<file path="src/rtl/instruction_decode_pkg.sv">
// rtl/instruction_decode_pkg.sv - opcode/funct constants and decode helpers for the decode stage
package instruction_decode_pkg;

    localparam logic [5:0] OP_RTYPE      = 6'h00;
    localparam logic [5:0] OP_JAL        = 6'h03;
    localparam logic [5:0] OP_ALU_FIRST  = 6'h08;
    localparam logic [5:0] OP_ALU_LAST   = 6'h0F;
    localparam logic [5:0] OP_ANDI       = 6'h0C;
    localparam logic [5:0] OP_ORI        = 6'h0D;
    localparam logic [5:0] OP_XORI       = 6'h0E;
    localparam logic [5:0] OP_LOAD_FIRST = 6'h20;
    localparam logic [5:0] OP_LOAD_LAST  = 6'h25;
    localparam logic [5:0] FN_JR         = 6'h08;
    localparam logic [4:0] REG_RA        = 5'd31;
    localparam logic [4:0] REG_ZERO      = 5'd0;

    // Logical immediates are unsigned; every other format sign-extends.
    function automatic logic imm_is_zext(input logic [5:0] opcode);
        return (opcode == OP_ANDI) || (opcode == OP_ORI) || (opcode == OP_XORI);
    endfunction

    function automatic logic [4:0] dest_select(input logic [5:0] opcode,
                                               input logic [4:0] rt,
                                               input logic [4:0] rd);
        if (opcode == OP_RTYPE)
            return rd;
        else if (opcode == OP_JAL)
            return REG_RA;
        else
            return rt;
    endfunction

    function automatic logic writes_reg(input logic [5:0] opcode, input logic [5:0] funct);
        logic w;
        w = 1'b0;
        if (opcode == OP_RTYPE)
            w = (funct != FN_JR);
        else if (opcode >= OP_ALU_FIRST && opcode <= OP_ALU_LAST)
            w = 1'b1;
        else if (opcode >= OP_LOAD_FIRST && opcode <= OP_LOAD_LAST)
            w = 1'b1;
        else if (opcode == OP_JAL)
            w = 1'b1;
        return w;
    endfunction

endpackage

</file>
<file path="src/rtl/register_file.sv">
// rtl/register_file.sv - 32-entry register file, two async read ports with write bypass, one sync write port
module register_file #(
    parameter int DWIDTH = 32,
    parameter int AWIDTH = 5
) (
    input  logic              clk,
    input  logic              rst,
    input  logic              we,
    input  logic [AWIDTH-1:0] waddr,
    input  logic [DWIDTH-1:0] wdata,
    input  logic [AWIDTH-1:0] raddr_a,
    input  logic [AWIDTH-1:0] raddr_b,
    output logic [DWIDTH-1:0] rdata_a,
    output logic [DWIDTH-1:0] rdata_b
);

    localparam int NREGS = 1 << AWIDTH;

    // Register 0 is hardwired to zero, so no storage is kept for it.
    logic [DWIDTH-1:0] regs [1:NREGS-1];

    always_ff @(posedge clk) begin
        if (rst) begin
            for (int i = 1; i < NREGS; i++)
                regs[i] <= '0;
        end else if (we && waddr != '0) begin
            regs[waddr] <= wdata;
        end
    end

    // Same-cycle writeback is forwarded so decode never sees a stale operand.
    always_comb begin
        rdata_a = '0;
        if (raddr_a != '0) begin
            if (we && waddr == raddr_a)
                rdata_a = wdata;
            else
                rdata_a = regs[raddr_a];
        end
    end

    always_comb begin
        rdata_b = '0;
        if (raddr_b != '0) begin
            if (we && waddr == raddr_b)
                rdata_b = wdata;
            else
                rdata_b = regs[raddr_b];
        end
    end

endmodule

</file>
<file path="src/rtl/instruction_decode.sv">
// rtl/instruction_decode.sv - MIPS decode stage: field split, operand read, immediate extend, registered bundle
module instruction_decode
    import instruction_decode_pkg::*;
#(
    parameter int PC_WIDTH = 32,
    parameter int IWIDTH   = 32,
    parameter int DWIDTH   = 32,
    parameter int AWIDTH   = 5
) (
    input  logic                d_clk,
    input  logic                d_rst,
    input  logic                d_i_ce,
    input  logic [IWIDTH-1:0]   d_i_instr,
    input  logic [PC_WIDTH-1:0] d_i_pc,
    input  logic                d_i_stall,
    input  logic                d_i_flush,
    input  logic                d_i_wb_we,
    input  logic [AWIDTH-1:0]   d_i_wb_addr,
    input  logic [DWIDTH-1:0]   d_i_wb_data,
    output logic                d_o_ce,
    output logic [PC_WIDTH-1:0] d_o_pc,
    output logic [5:0]          d_o_opcode,
    output logic [5:0]          d_o_funct,
    output logic [4:0]          d_o_shamt,
    output logic [AWIDTH-1:0]   d_o_rs_addr,
    output logic [AWIDTH-1:0]   d_o_rt_addr,
    output logic [DWIDTH-1:0]   d_o_rs_data,
    output logic [DWIDTH-1:0]   d_o_rt_data,
    output logic [DWIDTH-1:0]   d_o_imm,
    output logic [PC_WIDTH-1:0] d_o_jtarget,
    output logic [AWIDTH-1:0]   d_o_dest,
    output logic                d_o_reg_write
);

    logic [5:0]          opcode;
    logic [5:0]          funct;
    logic [4:0]          shamt;
    logic [AWIDTH-1:0]   rs_addr;
    logic [AWIDTH-1:0]   rt_addr;
    logic [AWIDTH-1:0]   rd_addr;
    logic [DWIDTH-1:0]   rs_data;
    logic [DWIDTH-1:0]   rt_data;
    logic [DWIDTH-1:0]   imm;
    logic [PC_WIDTH-1:0] pc_plus4;
    logic [PC_WIDTH-1:0] jtarget;
    logic [AWIDTH-1:0]   dest;
    logic                reg_write;

    register_file #(
        .DWIDTH (DWIDTH),
        .AWIDTH (AWIDTH)
    ) u_register_file (
        .clk     (d_clk),
        .rst     (d_rst),
        .we      (d_i_wb_we),
        .waddr   (d_i_wb_addr),
        .wdata   (d_i_wb_data),
        .raddr_a (rs_addr),
        .raddr_b (rt_addr),
        .rdata_a (rs_data),
        .rdata_b (rt_data)
    );

    always_comb begin
        opcode   = d_i_instr[31:26];
        rs_addr  = d_i_instr[25:21];
        rt_addr  = d_i_instr[20:16];
        rd_addr  = d_i_instr[15:11];
        shamt    = d_i_instr[10:6];
        funct    = d_i_instr[5:0];
        imm      = imm_is_zext(opcode) ? {{(DWIDTH-16){1'b0}}, d_i_instr[15:0]}
                                       : {{(DWIDTH-16){d_i_instr[15]}}, d_i_instr[15:0]};
        // Wraps naturally at the top of the address space.
        pc_plus4 = d_i_pc + PC_WIDTH'(4);
        jtarget  = {pc_plus4[PC_WIDTH-1:PC_WIDTH-4], d_i_instr[25:0], 2'b00};
        dest     = dest_select(opcode, rt_addr, rd_addr);
        reg_write = writes_reg(opcode, funct) && (dest != REG_ZERO);
    end

    always_ff @(posedge d_clk) begin
        if (d_rst || d_i_flush || (!d_i_stall && !d_i_ce)) begin
            d_o_ce        <= 1'b0;
            d_o_pc        <= '0;
            d_o_opcode    <= '0;
            d_o_funct     <= '0;
            d_o_shamt     <= '0;
            d_o_rs_addr   <= '0;
            d_o_rt_addr   <= '0;
            d_o_rs_data   <= '0;
            d_o_rt_data   <= '0;
            d_o_imm       <= '0;
            d_o_jtarget   <= '0;
            d_o_dest      <= '0;
            d_o_reg_write <= 1'b0;
        end else if (!d_i_stall) begin
            d_o_ce        <= 1'b1;
            d_o_pc        <= d_i_pc;
            d_o_opcode    <= opcode;
            d_o_funct     <= funct;
            d_o_shamt     <= shamt;
            d_o_rs_addr   <= rs_addr;
            d_o_rt_addr   <= rt_addr;
            d_o_rs_data   <= rs_data;
            d_o_rt_data   <= rt_data;
            d_o_imm       <= imm;
            d_o_jtarget   <= jtarget;
            d_o_dest      <= dest;
            d_o_reg_write <= reg_write;
        end
    end

endmodule

</file>
<file path="config.mk">
export PLATFORM = sky130hd
export DESIGN_NAME = instruction_decode
export DESIGN_NICKNAME = d
export VERILOG_FILES = /design/src/rtl/instruction_decode_pkg.sv /design/src/rtl/register_file.sv /design/src/rtl/instruction_decode.sv
export SDC_FILE = /design/constraint.sdc
export NUM_CORES = 2
export LEC_CHECK = 0
export ABC_AREA = 1
export BUFFER_PORTS_ARGS = -buffer_cell sky130_fd_sc_hd__buf_2
export CORE_MARGIN = 1
export CORE_UTILIZATION = 25
export DETAILED_ROUTE_END_ITERATION = 7
export GPL_ROUTABILITY_DRIVEN = 1
export PLACE_DENSITY = 0.43
export SLEW_MARGIN = 20
export SYNTH_ARGS = -nofsm -noshare
export SYNTH_HDL_FRONTEND = slang
export SYNTH_SLANG_ARGS = --single-unit
</file>
<file path="constraint.sdc">
create_clock -name d_clk -period 2.2 [get_ports d_clk]
set_clock_uncertainty 0.05 [all_clocks]
set_input_delay 0.22 -clock d_clk [delete_from_list [all_inputs] [get_ports d_clk]]
set_output_delay 0.22 -clock d_clk [all_outputs]
set_load 0.01 [all_outputs]
</file>
==> results by group <==
Outcome
  • Outcome: complete, no violations

Logic synthesis
  • Most instantiated cells after synthesis: 1999 x nand2_1, 1377 x nor2_1, 1024 x edfxtp_1, 818 x nand3_1, 489 x inv_1
  • Cell type with the highest aggregate area in the netlist: edfxtp_1
  • Unique cell type count in the Yosys netlist: 34
  • Main flop type after synthesis: edfxtp_1
  • Share of the yosys chip area belonging to registers: 0.5347
  • Portion of synthesized cell area occupied by the leading cell type: 0.4900
  • Post-synthesis instance area: 62760 sq um
  • Share of async-settable or async-resettable flops after synthesis: 0
  • Post-Synthesis Mean Instance Area: 8.103 sq um
  • Count of yosys warnings during synthesis: 0
  • Cell with the most instances after synthesis: nand2_1
  • Flop and latch count out of synthesis: 1164
  • Post-synth EDFFs: 1024
  • Number of instances in the synthesized netlist: 7745
  • Dominant cells by area after synthesis: edfxtp_1 49%, nand2_1 12%, nor2_1 8.2%, nand3_1 6.5%, o211ai_1 5.6%

CTS
  • Latest clock arrival within the worst-skew pair: 0.82 ns
  • CTS buffer count: 143
  • TritonCTS clock tree: yes
  • Register clock-pin slew on the reported worst setup and hold paths: 0.06 ns
  • Maximum count of clock buffers along a single path: 3
  • Clock root cell: clkbuf_16
  • Number of sinks handled by clock tree synthesis: 1164
  • Level count of the clock H-tree: 4

Critical path
  • Biggest cell delay along the critical path: 0.78 ns
  • Nature of the critical path endpoint: output pin
  • Required time at the endpoint of the critical path: 1.93 ns
  • Arrival time at the worst endpoint: 1.86 ns
  • Maximum fanout along the worst path: 2
  • Crit path max-delay cell type: dfxtp_1
  • Critical path startpoint category: flip-flop
  • Ordered cell list for the critical path: buf_2
  • Combined buffer and inverter count along the critical path: 1
  • Critical path start-end classification: flip-flop to output pin
  • Largest delay contributor family on the critical path: flip-flops

Routing
  • Starting DRC count in detailed routing: 6931
  • Length of the first detailed-routing pass in iterations: 6
  • Post-DR vias/cell: 5.104
  • Via count: 59980
  • Post-DR wirelength/cell: 26.69 um
  • Overall routed net length: 313600 um
  • Antenna viol nets, final: 0
  • Remaining design rule violation count: 0

Placement
  • Gp weighted congestion: 0.9129
  • Placed Cells incl. Taps: 11330
  • Post-Place Cell Area: 72890 sq um
  • Hpwl dp: 213400 um
  • Input/output buffers: 298

Cells and area
  • Final Instance Area: 79090 sq um
  • Layout filler cell count: 26140
  • Count of non-filler cells in the finished layout: 11750
  • P&R area growth vs syn: 26.02%
  • Share of final-layout standard cells stronger than drive strength 1: 0.1495
  • Nets: 8393

Global route
  • Maximum number of pins on one net before global-route repair: 86
  • Vias in the first global route: 56270
  • Global-route usage over all layers: 0.2416
  • Global-route wire length before repair: 432500 um
  • Antenna violations before repair: 25
  • Total congestion overflow: 0

Floorplanning
  • Area enclosed by the die boundary: 253000 sq um
  • Total number of placement rows: 183
  • Chip Width: 503.0 um
  • Initial Utilization: 0.2519
  • Std-Cell Core Area: 249100 sq um
  • Overall die height: 503.0 um
  • I/O pin total: 301

Timing
  • Relative slew margins: 0.4002
  • FMAX: 469.7 MHz
  • Number of hold violations in the final report: 0
  • Final critical-path required period: 2.129 ns
  • Final period utilization: 0.9676
  • Max Transition Viols Final: 0
  • Worst-Margin Slew: 0.8997 ns
  • Count of endpoints failing setup in the final report: 0
  • Unrepaired setup endpoints after global routing: false

Run
  • Max-cap violations: 0

Pwr
  • Maximum vdd ir drop: 736.5 uV
  • Total power: 58.95 mW
  • P per Cell Area: 745.3 nW/um^2
  • Leakage power total: 32.81 nW

Hold path
  • Worst hold path type: input pin to flip-flop
-- stage by stage --
| step | TNS, ns | util | setup slack (ns) | hold slack [ns] |
|---|---|---|---|---|
| finish | 0 | 0.3175 | 0.07120 | 0.1119 |
| global route | 0 | 0.3174 | 0.01576 | 0.08044 |
| CTS | 0 | 0.3171 | 0.06039 | 0.03128 |
| detailed placement | -3.124 | 0.2926 | -0.2494 | 0.3980 |
| global placement | -4.628 | 0.2926 | -0.3083 | 0.3990 |
| floorplan | -37.53 | - | -0.1653 | 0.2689 |
-- final timing paths --
path | start | endpoint | slack [ns] | cells past startpoint
max | d_o_rs_data[2] | d_o_rs_data[2] | 0.07 | 1
min | d_i_wb_addr[1] | d_o_rs_data[30] | 0.11 | 7
max reg2reg | u_register_file.regs[21][30] | d_o_rs_data[30] | 0.25 | 10
min reg2reg | d_o_rs_data[7] | d_o_rs_data[7] | 0.41 | 2
-- metal layers --
| metal | routed length (um) | part of all wire | global-route usage |
|---|---|---|---|
| met4 | 16460 | 0.052 | 0.1205 |
| met3 | 25630 | 0.082 | 0.04354 |
| met5 | 34 | 0.00011 | 0 |
| met2 | 140700 | 0.45 | 0.3845 |
| met1 | 130700 | 0.42 | 0.3138 |
-- cell families after synthesis --
family | after synthesis | synth area share
AOI/OAI and AO/OA | 1103 | 0.1069
xor gates and xnor gates | 2 | 0.0002792
buffers and inverters | 1217 | 0.08452
DFF | 1164 | 0.5347
other | 1 | 0.00005976
and+or+nand+nor | 4258 | 0.2735
-- where the power goes --
part	switching, mW	internal (mW)	total, mW
combinational	6.00	2.89	8.88
sequential	0.608	25.1	25.8
clock	10.3	14.0	24.3
-- worst reg2reg max path, cell delays in order (launching register included) --
cell,delay (ns)
edfxtp_1,0.38
nand2_1,0.08
nand3_1,0.08
nand3_1,0.09
nand2_1,0.07
nor2_1,0.41
nand2_1,0.20
nand3_1,0.19
nand2_1,0.14
nand2_1,0.10
a21oi_1,0.06
-- final cells by class --
type / instances / area (sq um) / share of cell area
Clock buffer: 179 / 3849 / 0.04866
Multi-Input combinational cell: 5397 / 24270 / 0.3069
Inverter: 497 / 1901 / 0.02403
Tap cell: 3330 / 4167 / 0.05268
Antenna cell: 15 / 37.54 / 0.0004746
Clock inverter: 86 / 842.1 / 0.01065
Sequential cell: 1164 / 33550 / 0.4242
Timing Repair Buffer: 1083 / 10470 / 0.1324
-- placed cells by master (no fill, tap or decap), drive strengths merged, types with 20 or more instances in the layout --
cell type | Yosys | final
and3 | 20 | 20
buf | 415 | 942
edfxtp | 1024 | 1024
a21oi | 387 | 387
clkbuf | 305 | 180
nor2 | 1379 | 1379
o21ai | 239 | 239
conb | 1 | 34
inv | 496 | 502
nand2 | 2000 | 2000
o211ai | 465 | 465
dfxtp | 140 | 140
nand3 | 820 | 820
clkinv | 1 | 64
dlygate4sd3 | 0 | 139
-- sequential cells by signal, summed over array words and instances, names as in the netlist --
register and count:
d_o_ce 1, d_o_dest 5, d_o_funct 5, d_o_imm 8, d_o_jtarget 6, d_o_opcode 6
d_o_pc 32, d_o_reg_write 1, d_o_rs_addr 4, d_o_rs_data 32, d_o_rt_addr 4, d_o_rt_data 32
d_o_shamt 4, u_register_file.regs 1024
-- timing repair --
| action | CTS | global route |
|---|---|---|
| buffers inserted | 0 | 1 |
| hold endpoints to repair | 162 | 0 |
| hold buffers | 142 | 0 |
| resized for setup | 0 | 22 |
| setup endpoints to repair | 0 | 3 |
Note: power is estimated with default switching activity, not from simulation.
